### src/rtl/lc3b_types.sv
// Shared LC-3b memory-side types: cache-line word, arbiter state encoding, starvation counter width.
package lc3b_types;
   localparam int LC3B_LINE_W  = 128;
   localparam int ARB_STARVE_W = 4;

   typedef logic [LC3B_LINE_W-1:0] lc3b_line;

   typedef enum logic [1:0] {
      IDLE,
      BUSY_I,
      BUSY_D,
      RESP
   } arb_state_t;
endpackage

### src/rtl/mem_arb_perf.sv
// Arbiter performance counters: I grants, D grants, IDLE cycles with both sides requesting.
// Counts are visible the cycle after the event; each counter saturates at 16'hFFFF; no backpressure.
module mem_arb_perf (
   input  logic        clk,
   input  logic        reset_n,
   input  logic        i_grant,
   input  logic        d_grant,
   input  logic        contention,
   output logic [15:0] perf_i_grants,
   output logic [15:0] perf_d_grants,
   output logic [15:0] perf_contention
);
   localparam logic [15:0] SAT = 16'hFFFF;

   always_ff @(posedge clk) begin
      if (!reset_n) begin
         perf_i_grants   <= '0;
         perf_d_grants   <= '0;
         perf_contention <= '0;
      end else begin
         if (i_grant && perf_i_grants != SAT)
            perf_i_grants <= perf_i_grants + 16'd1;
         if (d_grant && perf_d_grants != SAT)
            perf_d_grants <= perf_d_grants + 16'd1;
         if (contention && perf_contention != SAT)
            perf_contention <= perf_contention + 16'd1;
      end
   end
endmodule

### src/rtl/mem_arbiter.sv
// I/D cache-miss arbiter onto one memory port; D priority with an I starvation guard. Optional MEM_ARB_PERF_CNT_EN adds perf counters.
// Grant to m_read/m_write in 1 cycle, m_resp to x_resp in 1 cycle; requesters hold until resp, one transaction in flight.
module mem_arbiter
   import lc3b_types::*;
#(
   parameter int ADDR_WIDTH   = 16,
   parameter int LINE_WIDTH   = 128,
   parameter int STARVE_LIMIT = 4
) (
   input  logic                  clk,
   input  logic                  reset_n,
   input  logic                  i_read,
   input  logic [ADDR_WIDTH-1:0] i_address,
   output logic [LINE_WIDTH-1:0] i_rdata,
   output logic                  i_resp,
   input  logic                  d_read,
   input  logic                  d_write,
   input  logic [ADDR_WIDTH-1:0] d_address,
   input  logic [LINE_WIDTH-1:0] d_wdata,
   output logic [LINE_WIDTH-1:0] d_rdata,
   output logic                  d_resp,
   output logic                  m_read,
   output logic                  m_write,
   output logic [ADDR_WIDTH-1:0] m_address,
   output logic [LINE_WIDTH-1:0] m_wdata,
   input  logic [LINE_WIDTH-1:0] m_rdata,
   input  logic                  m_resp
`ifdef MEM_ARB_PERF_CNT_EN
   ,
   output logic [15:0]           perf_i_grants,
   output logic [15:0]           perf_d_grants,
   output logic [15:0]           perf_contention
`endif
);
   localparam logic [ARB_STARVE_W-1:0] STARVE_MAX = ARB_STARVE_W'(STARVE_LIMIT);

   arb_state_t              state, state_nx;
   logic                    grant_d_q, write_q;
   logic [ADDR_WIDTH-1:0]   addr_q;
   logic [LINE_WIDTH-1:0]   wdata_q;
   logic [ARB_STARVE_W-1:0] starve_cnt;
   logic                    force_i, take_d, take_i, busy;

   always_comb begin
      state_nx = state;
      take_d   = 1'b0;
      take_i   = 1'b0;
      busy     = 1'b0;
      m_read   = 1'b0;
      m_write  = 1'b0;
      i_resp   = 1'b0;
      d_resp   = 1'b0;
      force_i  = i_read && (starve_cnt == STARVE_MAX);
      case (state)
         IDLE: begin
            take_d = (d_read || d_write) && !force_i;
            take_i = i_read && !take_d;
            if (take_d)
               state_nx = BUSY_D;
            else if (take_i)
               state_nx = BUSY_I;
         end
         BUSY_I, BUSY_D: begin
            busy    = 1'b1;
            m_read  = !write_q;
            m_write = write_q;
            if (m_resp)
               state_nx = RESP;
         end
         RESP: begin
            i_resp   = !grant_d_q;
            d_resp   = grant_d_q;
            state_nx = IDLE;
         end
         default: state_nx = IDLE;
      endcase
   end

   assign m_address = addr_q;
   assign m_wdata   = wdata_q;

   always_ff @(posedge clk) begin
      if (!reset_n) begin
         state      <= IDLE;
         grant_d_q  <= 1'b0;
         write_q    <= 1'b0;
         addr_q     <= '0;
         wdata_q    <= '0;
         starve_cnt <= '0;
         i_rdata    <= '0;
         d_rdata    <= '0;
      end else begin
         state <= state_nx;
         // Latch the whole request so requester changes mid-transaction are invisible to memory
         if (take_d || take_i) begin
            grant_d_q <= take_d;
            write_q   <= take_d && d_write;
            addr_q    <= take_d ? d_address : i_address;
            wdata_q   <= take_d ? d_wdata : '0;
         end
         if (take_i)
            starve_cnt <= '0;
         else if (take_d && i_read && starve_cnt != STARVE_MAX)
            starve_cnt <= starve_cnt + 1'b1;
         if (busy && m_resp) begin
            if (grant_d_q)
               d_rdata <= m_rdata;
            else
               i_rdata <= m_rdata;
         end
      end
   end

`ifdef MEM_ARB_PERF_CNT_EN
   mem_arb_perf u_perf (
      .clk             (clk),
      .reset_n         (reset_n),
      .i_grant         (take_i),
      .d_grant         (take_d),
      .contention      ((state == IDLE) && i_read && (d_read || d_write)),
      .perf_i_grants   (perf_i_grants),
      .perf_d_grants   (perf_d_grants),
      .perf_contention (perf_contention)
   );
`endif
endmodule

### config.mk
export PLATFORM = sky130hd
export DESIGN_NAME = mem_arbiter
export DESIGN_NICKNAME = d
export VERILOG_FILES = /design/src/rtl/lc3b_types.sv /design/src/rtl/mem_arb_perf.sv /design/src/rtl/mem_arbiter.sv
export SDC_FILE = /design/constraint.sdc
export NUM_CORES = 1
export LEC_CHECK = 0
export CORE_AREA = 2 2 275 277
export DETAILED_ROUTE_END_ITERATION = 7
export DIE_AREA = 0 0 277 279
export GPL_ROUTABILITY_DRIVEN = 1
export PLACE_DENSITY = 0.5
export SLEW_MARGIN = 40
export SYNTH_ARGS = -nofsm -noshare
export SYNTH_HDL_FRONTEND = slang
export SYNTH_SLANG_ARGS = --single-unit
### constraint.sdc
create_clock -name clk -period 4.05 [get_ports clk]
set_input_delay 0.6075 -clock clk [delete_from_list [all_inputs] [get_ports clk]]
set_output_delay 0.6075 -clock clk [all_outputs]
set_load 0.03 [all_outputs]
# ---- After elaboration in Yosys (flattened, before gate mapping)
# Index checks and enable logic that the tools add are counted.
dict set report classes {
  eq_ne 7
  n_reduce_logical 19
  bitwise_logic 2
  addsub 1
  n_mux 13
}
# cell count
set op_table {}
lappend op_table {{$mux W128} 1}
lappend op_table {{$mux W16} 1}
lappend op_table {{$logic_and A1 B1 Y1} 7}
lappend op_table {{$mux W1} 7}
lappend op_table {{$mux W2} 3}
lappend op_table {{$pmux W2 S3} 1}
lappend op_table {{$reduce_and A2 Y1} 3}
lappend op_table {{$add A4 B1 Y4 const B} 1}
lappend op_table {{$eq A2 B2 Y1 const B} 2}
lappend op_table {{$eq A4 B3 Y1 const B} 1}
lappend op_table {{$logic_not A1 Y1} 4}
lappend op_table {{$ne A4 B3 Y1 const B} 1}
lappend op_table {{$reduce_or A2 Y1} 2}
lappend op_table {{$ne A3 B3 Y1 const B} 1}
lappend op_table {{$eq A2 B1 Y1 const B} 1}
lappend op_table {{$logic_not A2 Y1} 1}
lappend op_table {{$logic_or A1 B1 Y1} 2}
lappend op_table {{$ne A2 B2 Y1 const B} 1}
lappend op_table {{$not A1 Y1} 2}
dict set report word_totals {
  input_bits 294
  register_bits 408
}

# ---- Logic depth before layout (Yosys ltp)
# Gate-level depths: netlist of run 1.
dict set report depth {
  ltp_word 9
  depth_mapped 8
}

# ---- Worst setup path before layout of run 1
# Ideal clock, no wire load.
dict set report synth_path {
  path_type {flip-flop to output port}
  start {reg state[0]}
  end {out m_read}
  stages_incl_launch_ff 4
  arrival_ps 1199
  setup_slack_ps 2243
  path_cell_list {dfxtp_1 > inv_1 > ha_1 > nor2b_1}
}
dict set report synth_between {
  elab_chain_cells 3
}
# element line
set synth_lines {}
lappend synth_lines {{from (decl)} mem_arbiter.sv:37} ;# arb_state_t state, state_nx;
lappend synth_lines {{from (signal assigned)} mem_arbiter.sv:93} ;# state <= state_nx;
lappend synth_lines {{$eq A2 B1 Y1 or $eq A2 B2 Y1 (tied branches)} mem_arbiter.sv:54} ;# case (state)
lappend synth_lines {{$reduce_or A2 Y1 (*)} mem_arbiter.sv:54}
lappend synth_lines {{$mux W1 (*)} mem_arbiter.sv:54}
lappend synth_lines {{to (decl)} mem_arbiter.sv:22} ;# output logic m_read,
# Mark *: on every way between the ends. The rest lies on a longest branch, timed or not.

# ---- Worst setup path after layout of run 1
# Ends and elaborated chain as after synthesis.

==> qor.yml, run 1 <==
status: "complete, no violations"
power_uw: 15600
grt_max_degree: 185
ys_seq_area_frac: 0.591
ys.flop_type: "dfxtp_1"
worst_ep_required_time_ns: 3.44
antenna_found_initial: 3
maxCapViolCount: 0
worst_setup_path_start_kind: "flop"
drtIter0Drc: 796
detail-route-antenna-nets: 0
portBuffers: 697
syn_area_mm2: 0.0138
cts_root_buffer: "clkbuf_16"
timing.final.crit_period_ns: 3.00
htree_levels: 2
yosysMostFrequentCell: "nand2_1"
crit_family: "buffers and inverters"
synth_top_area_cell: "dfxtp_1"
synth_cell_types: 38
regToRegSetupSlack_ns: 1.72
post_cts_buffers: 0
nFillCells: 7730
yosysWarningCount: 0
area_growth_pct: 68.8
synthTopCellsByArea: "dfxtp_1, nand2_1, a21oi_1, a22o_1, clkbuf_1"
grt_remaining_overflow: 0
cp_max_fo: 9
die_area_mm2: 0.0773
ff_latch_area_mm2: 0.00817
pwr-share-seq: 0.340
hold_viol: 0
power_density_mw_per_mm2: 670
die_w_um: 277
switching_power_uw: 5930
cts_made_buffers: 49
yosysTopAreaCellShare: 0.591
arrival_ns: 2.39
clkPwrFrac: 0.273
tightestPinTransition_ns: 0.812
fin_nets: 2500
finalCritPeriodShare: 0.740
worst_setup_path_end_kind: "output port"
top_layer: "met4"
cts_buffer_depth: 3
fin_util: 0.315
syn_avg_cell_area_um2: 8.91
critPathKind: "flop to output port"
drt-total-wl_um: 59800
crit_slowest_cell: "clkdlybuf4s50_1"
clkTransAtPathRegs_ns: 0.06
vias: 13400
grt_pass1_wl_um: 87000
peakVddDrop_v: 0.000373
synth_cells: 1553
slew_headroom: 0.457
die_h_um: 279
fmax_mhz: 334
hpwl_um: 43000
core_mm2: 0.0741
cts_tree: "done"
switching_share: 0.379
met3_length_um: 3620
drcViolationCount: 0
wl_met1_um: 24300
slowest_delay_ns: 0.77
ys_ff_latch: 408
final.setup.tns_ns: 0
p_leak_uw: 0.00815
drive_above_1_share: 0.0469
grt_pass1_vias: 13400
fin_area_mm2: 0.0233
ios: 698
hp-class: "flop to flop"
crit_path_cell_trace: "inv_1 -> ha_1 -> nor2b_1 -> clkdlybuf4s50_1"
intPower_uw: 9700
fin_skew_ns: 0.0194
rsz0062_at_grt: "false"
gp_congestion: 0.840
ys_top_cells_by_count: "nand2_1, dfxtp_1, a21oi_1"
async_flop_share: 0
cts-hold-fix-buffers: 0
combPwrFrac: 0.387
path_buf_inv: 2
syn-num-nets: 1851
route.met2.wl_um: 29900
rows: 100
grt_use_total: 0.146
cts_resized: 0
routedWlPerCell_um: 18.6
clk-insertion-delay-late_ns: 0.58
clkSinkCount: 408
placed_cell_area_mm2: 0.0218
synth_edf_count: 0
viasPerCell: 4.19
multi_input_comb_area_mm2: 0.00509
drv_slew: 0
setup_viol: 0
start_util: 0.187
first_pass_iters: 5
==> path summary, 6_finish.rpt <==
| path | start | endpoint | cells after the start |
|---|---|---|---|
| min | d_rdata[74]$_SDFFE_PN0P_ | d_rdata[74]$_SDFFE_PN0P_ | 2 |
| min reg2reg | d_rdata[74]$_SDFFE_PN0P_ | d_rdata[74]$_SDFFE_PN0P_ | 2 |
| max reg2reg | state[0]$_SDFFE_PN0P_ | i_rdata[36]$_SDFFE_PN0P_ | 6 |
| max | state[0]$_SDFFE_PN0P_ | m_read | 4 |
==> worst min-delay path: stages, from the launching register on <==
cell     delay, ns
dfxtp_1       0.30
nand2_1       0.05
a21oi_1       0.05
==> per-layer routing <==
metal	GRT usage	vias up
met5	0	-
met4	0.0557	0
met3	0.0359	102
met2	0.254	451
met1	0.172	6346
li1	-	6550
==> cell usage in the layout, fill, tap and decap left out, types with 2 or more instances in the layout <==
cell type,count
a211oi_1,2
a21boi_0,2
a21o_1,2
a21oi_1,274
a22o_1,129
a31oi_1,17
and2_1,2
buf_12,7
buf_4,17
clkbuf_1,15
clkbuf_16,50
clkbuf_8,14
clkdlybuf4s50_1,697
clkinv_2,6
dfxtp_1,408
diode_2,3
ha_1,4
inv_1,6
nand2_1,516
nand3_1,4
nand3b_1,3
nor2_1,4
nor2b_1,3
o211a_1,2
o21ai_0,34
==> area by class of cell <==
type                    instances  area share
flip-flops and latches        408       0.350
repair buffers                722       0.312
multi-input cells            1014       0.218
clock buffers                  79      0.0643
well taps                     969      0.0519
clock inverters                 8     0.00236
inverters                       7     0.00145
diodes                          3    0.000322
==> stage by stage <==
stage	cells	hold WS, ns	setup slack [ns]
after floorplan	1553	0.456	2.24
after global placement	3119	0.441	1.27
after detailed placement	3119	0.446	1.17
after CTS	3206	0.453	0.962
after global routing	3210	0.467	0.909
final	3210	0.452	1.05
==> power groups by stage <==
stage / clock [µW] / sequential [µW] / combinational [µW]
2_1_floorplan: 0 / 6880 / 1820
3_3_place_gp: 0 / 5370 / 6040
3_5_place_dp: 0 / 5380 / 6090
4_1_cts: 4450 / 5320 / 6110
5_1_grt: 4610 / 5420 / 6390
6_report: 4270 / 5320 / 6050
==> cell families (layout without fill, tap and decap cells) <==
group                      Yosys count  count (layout)  share of synthesized area
AOI/OAI and AO/OA                  467             467                      0.209
adders and majority gates            4               4                    0.00362
buffers and inverters              131             816                     0.0437
DFF                                408             408                      0.591
other                                0               3                          0
and+or+nand+nor                    543             543                      0.153
==> flip-flops by register name, summed over array words and instances (netlist names) <==
register	count
m_wdata	128
grant_d_q	1
write_q	1
starve_cnt	4
i_rdata	128
state	2
d_rdata	128
m_address	16
No activity file was read; power rests on OpenSTA's default activity.
==> run 2, diff against run 1 <==
--- a/config.mk
+++ b/config.mk
@@ -5,11 +5,11 @@
 export SDC_FILE = /design/constraint.sdc
 export NUM_CORES = 1
 export LEC_CHECK = 0
-export CORE_AREA = 2 2 275 277
+export CORE_AREA = 2 2 269 271
 export DETAILED_ROUTE_END_ITERATION = 7
-export DIE_AREA = 0 0 277 279
+export DIE_AREA = 0 0 271 273
 export GPL_ROUTABILITY_DRIVEN = 1
-export PLACE_DENSITY = 0.5
+export PLACE_DENSITY = 0.52
 export SLEW_MARGIN = 40
 export SYNTH_ARGS = -nofsm -noshare
 export SYNTH_HDL_FRONTEND = slang
==> constraint.sdc (replaced) <==
create_clock -name clk -period 2.8 [get_ports clk]
set_input_delay 0.42 -clock clk [delete_from_list [all_inputs] [get_ports clk]]
set_output_delay 0.42 -clock clk [all_outputs]
set_load 0.03 [all_outputs]
==> run 2 against run 1 <==
  * Count of clock-buffer cells in the layout decreased by 12
  * Wire length decreased by 2.6%
  * Via count is 0.85% higher
  * Total power is 46% higher
  * Worst hold slack got worse by 0.033 ns
  * Final area increased by 1.1%
  * Clock power is 45% higher
  * Clock skew is 0.0047 ns lower
  * Critical path type unchanged
  * Die area decreased by 4.3%
==> qor.yml, run 2 (synthesized netlist as in run 1, its figures left out) <==
die_h_um: 273  # -2.2%
hold_end: "m_address[1]$_SDFFE_PN0P_"
power_density_mw_per_mm2: 968  # +45%
clkSinkCount: 408  # unchanged
clkTransAtPathRegs_ns: 0.06  # about the same
hold_ws_ns: 0.418  # -0.0334 ns
die_area_mm2: 0.0740  # -4.3%
drt-total-wl_um: 58200  # -2.6%
cts_made_buffers: 47  # -4.1%
crit_slowest_cell: "ha_1"
hold_start: "i_address[1]"
detail-route-antenna-nets: 0  # unchanged
clk-insertion-delay-late_ns: 0.56  # -0.02 ns
fin_nets: 2525  # +1.0%
start_util: 0.195  # +0.00809
portBuffers: 697  # unchanged
drv_slew: 0  # unchanged
layout_commonest_cell: "clkdlybuf4s50_1"
grt_max_degree: 164  # -11%
first_pass_iters: 5  # unchanged
peakVddDrop_v: 0.000518  # +39%
nFillCells: 7193  # -6.9%
rows: 98  # -2.0%
fin_skew_ns: 0.0146  # -0.00473 ns
antenna_found_initial: 6  # +3
grt_pass1_wl_um: 85200  # -2.1%
worst_setup_path_start_kind: "flop"
gp_congestion: 0.865  # +3.1%
maxCapViolCount: 0  # unchanged
r2r-start: "state[0]$_SDFFE_PN0P_"
cts_root_buffer: "clkbuf_16"
hold_viol: 0  # unchanged
drcViolationCount: 0  # unchanged
worst_ep_required_time_ns: 2.38  # -1.06 ns
tightestPinTransition_ns: 0.859  # +0.0469 ns
htree_levels: 2  # unchanged
finalCritPeriodShare: 0.876
rsz0062_at_grt: "false"
cts_tree: "done"
crit_family: "buffers and inverters"
worst_setup_path_end_kind: "output port"
critPathKind: "flop to output port"
hpwl_um: 43700  # +1.6%
ios: 698  # unchanged
drive_above_1_share: 0.0602  # +0.0132
slowest_delay_ns: 0.47  # -0.30 ns
ff_latch_area_mm2: 0.00817  # unchanged
hold-path-cell-count: 3  # +1
slew_headroom: 0.427  # -0.0295
fin_util: 0.332  # +0.0172
multi_input_comb_area_mm2: 0.00508  # -0.17%
viasPerCell: 4.22  # +0.72%
post_cts_buffers: 0  # unchanged
core_mm2: 0.0710  # -4.2%
setup_viol: 0  # unchanged
rr_worst_depth: 7  # +1
area_growth_pct: 70.6
final_cell_mix: "clkdlybuf4s50_1, nand2_1, dfxtp_1"
grt_pass1_vias: 13600  # +1.4%
final.setup.tns_ns: 0  # unchanged
crit_path_cell_trace: "inv_1 -> ha_1 -> nor2b_1 -> dlygate4sd2_1"
vias: 13600  # +0.85%
grt_use_total: 0.148  # +0.00269
routedWlPerCell_um: 18.1  # -2.8%
hp-class: "input pin to flop"
arrival_ns: 2.03  # -0.36 ns
fmax_mhz: 408
p_leak_uw: 0.00833  # +2.2%
die_w_um: 271  # -2.2%
cts_buffer_depth: 3  # unchanged
cp_max_fo: 9  # unchanged
timing.final.crit_period_ns: 2.45
drtIter0Drc: 762  # -4.3%
path_buf_inv: 2  # unchanged
regToRegSetupSlack_ns: 0.66  # -1.06 ns
r2r_end: "i_rdata[102]$_SDFFE_PN0P_"
grt_remaining_overflow: 0  # unchanged
status: "complete, no violations"
## run 2: cell count changes in the layout (fill, tap and decap cells not counted), moves of 2 or more
cell / previous run / this run
buf_12: 7 / 14
bufinv_16: 0 / 3
clkinvlp_4: 0 / 2
clkdlybuf4s50_1: 697 / 695
clkinv_2: 6 / 10
clkbuf_8: 14 / 11
buf_4: 17 / 37
clkbuf_1: 15 / 7
## run 2: worst min-delay path: stages
cell and delay (ns):
clkdlybuf4s50_1 0.39, o21ai_0 0.07, a21oi_1 0.06
## run 2: report_power, final
| group | internal (µW) | switching (µW) |
|---|---|---|
| clock | 3750 | 2470 |
| sequential | 7010 | 698 |
| combinational | 3610 | 5320 |
## run 2: worst max path at each step
stage | from | endpoint | cells past startpoint
finish | state[0]$_SDFFE_PN0P_ | m_read | 4
global route | state[0]$_SDFFE_PN0P_ | m_read | 4
CTS | state[0]$_SDFFE_PN0P_ | m_write | 4
detailed placement | m_resp | i_rdata[102]$_SDFFE_PN0P_ | 6
global placement | m_resp | i_rdata[1]$_SDFFE_PN0P_ | 6
floorplan | state[0]$_SDFFE_PN0P_ | i_rdata[100]$_SDFFE_PN0P_ | 7
## run 2: final cells by class
class,count,share of cell area
Antenna cell,3,0.000318
Clock buffer,67,0.0595
Clock inverter,16,0.00695
Inverter,7,0.00143
Multi-Input combinational cell,1014,0.215
Sequential cell,408,0.346
Tap cell,950,0.0504
Timing Repair Buffer,749,0.320
## run 2: what timing repair did
item | CTS | global route
setup endpoints to repair | 1 | 1
pin swaps | 0 | 0
resized for setup | 1 | 1
hold buffers | 0 | 0
## run 2: metal layers
| layer | vias up | track usage | part of all wire |
|---|---|---|---|
| met1 | 6363 | 0.171 | 0.40 |
| met3 | 99 | 0.0419 | 0.073 |
| li1 | 6609 | - | - |
| met5 | - | 0 | 0.00022 |
| met4 | 2 | 0.0525 | 0.030 |
| met2 | 490 | 0.262 | 0.50 |
## run 2: through the flow
step                      worst slack (ns)  instance area, µm²  cells  total power, µW
after floorplan                       1.13               13800   1553            12600
after global placement               0.499               22000   3128            16800
after detailed placement             0.483               22000   3128            16800
after CTS                           0.0101               23600   3211            23200
after global routing                 0.214               23600   3214            24000
final                                0.348               23600   3214            22800
==> run 3, diff against run 2 <==
--- a/config.mk
+++ b/config.mk
@@ -10,6 +10,7 @@
 export DIE_AREA = 0 0 271 273
 export GPL_ROUTABILITY_DRIVEN = 1
 export PLACE_DENSITY = 0.52
+export SKIP_LAST_GASP = 1
 export SLEW_MARGIN = 40
 export SYNTH_ARGS = -nofsm -noshare
 export SYNTH_HDL_FRONTEND = slang
==> results of run 3 <==
No change in the layout: final DEF, timing and power equal those of run 2.
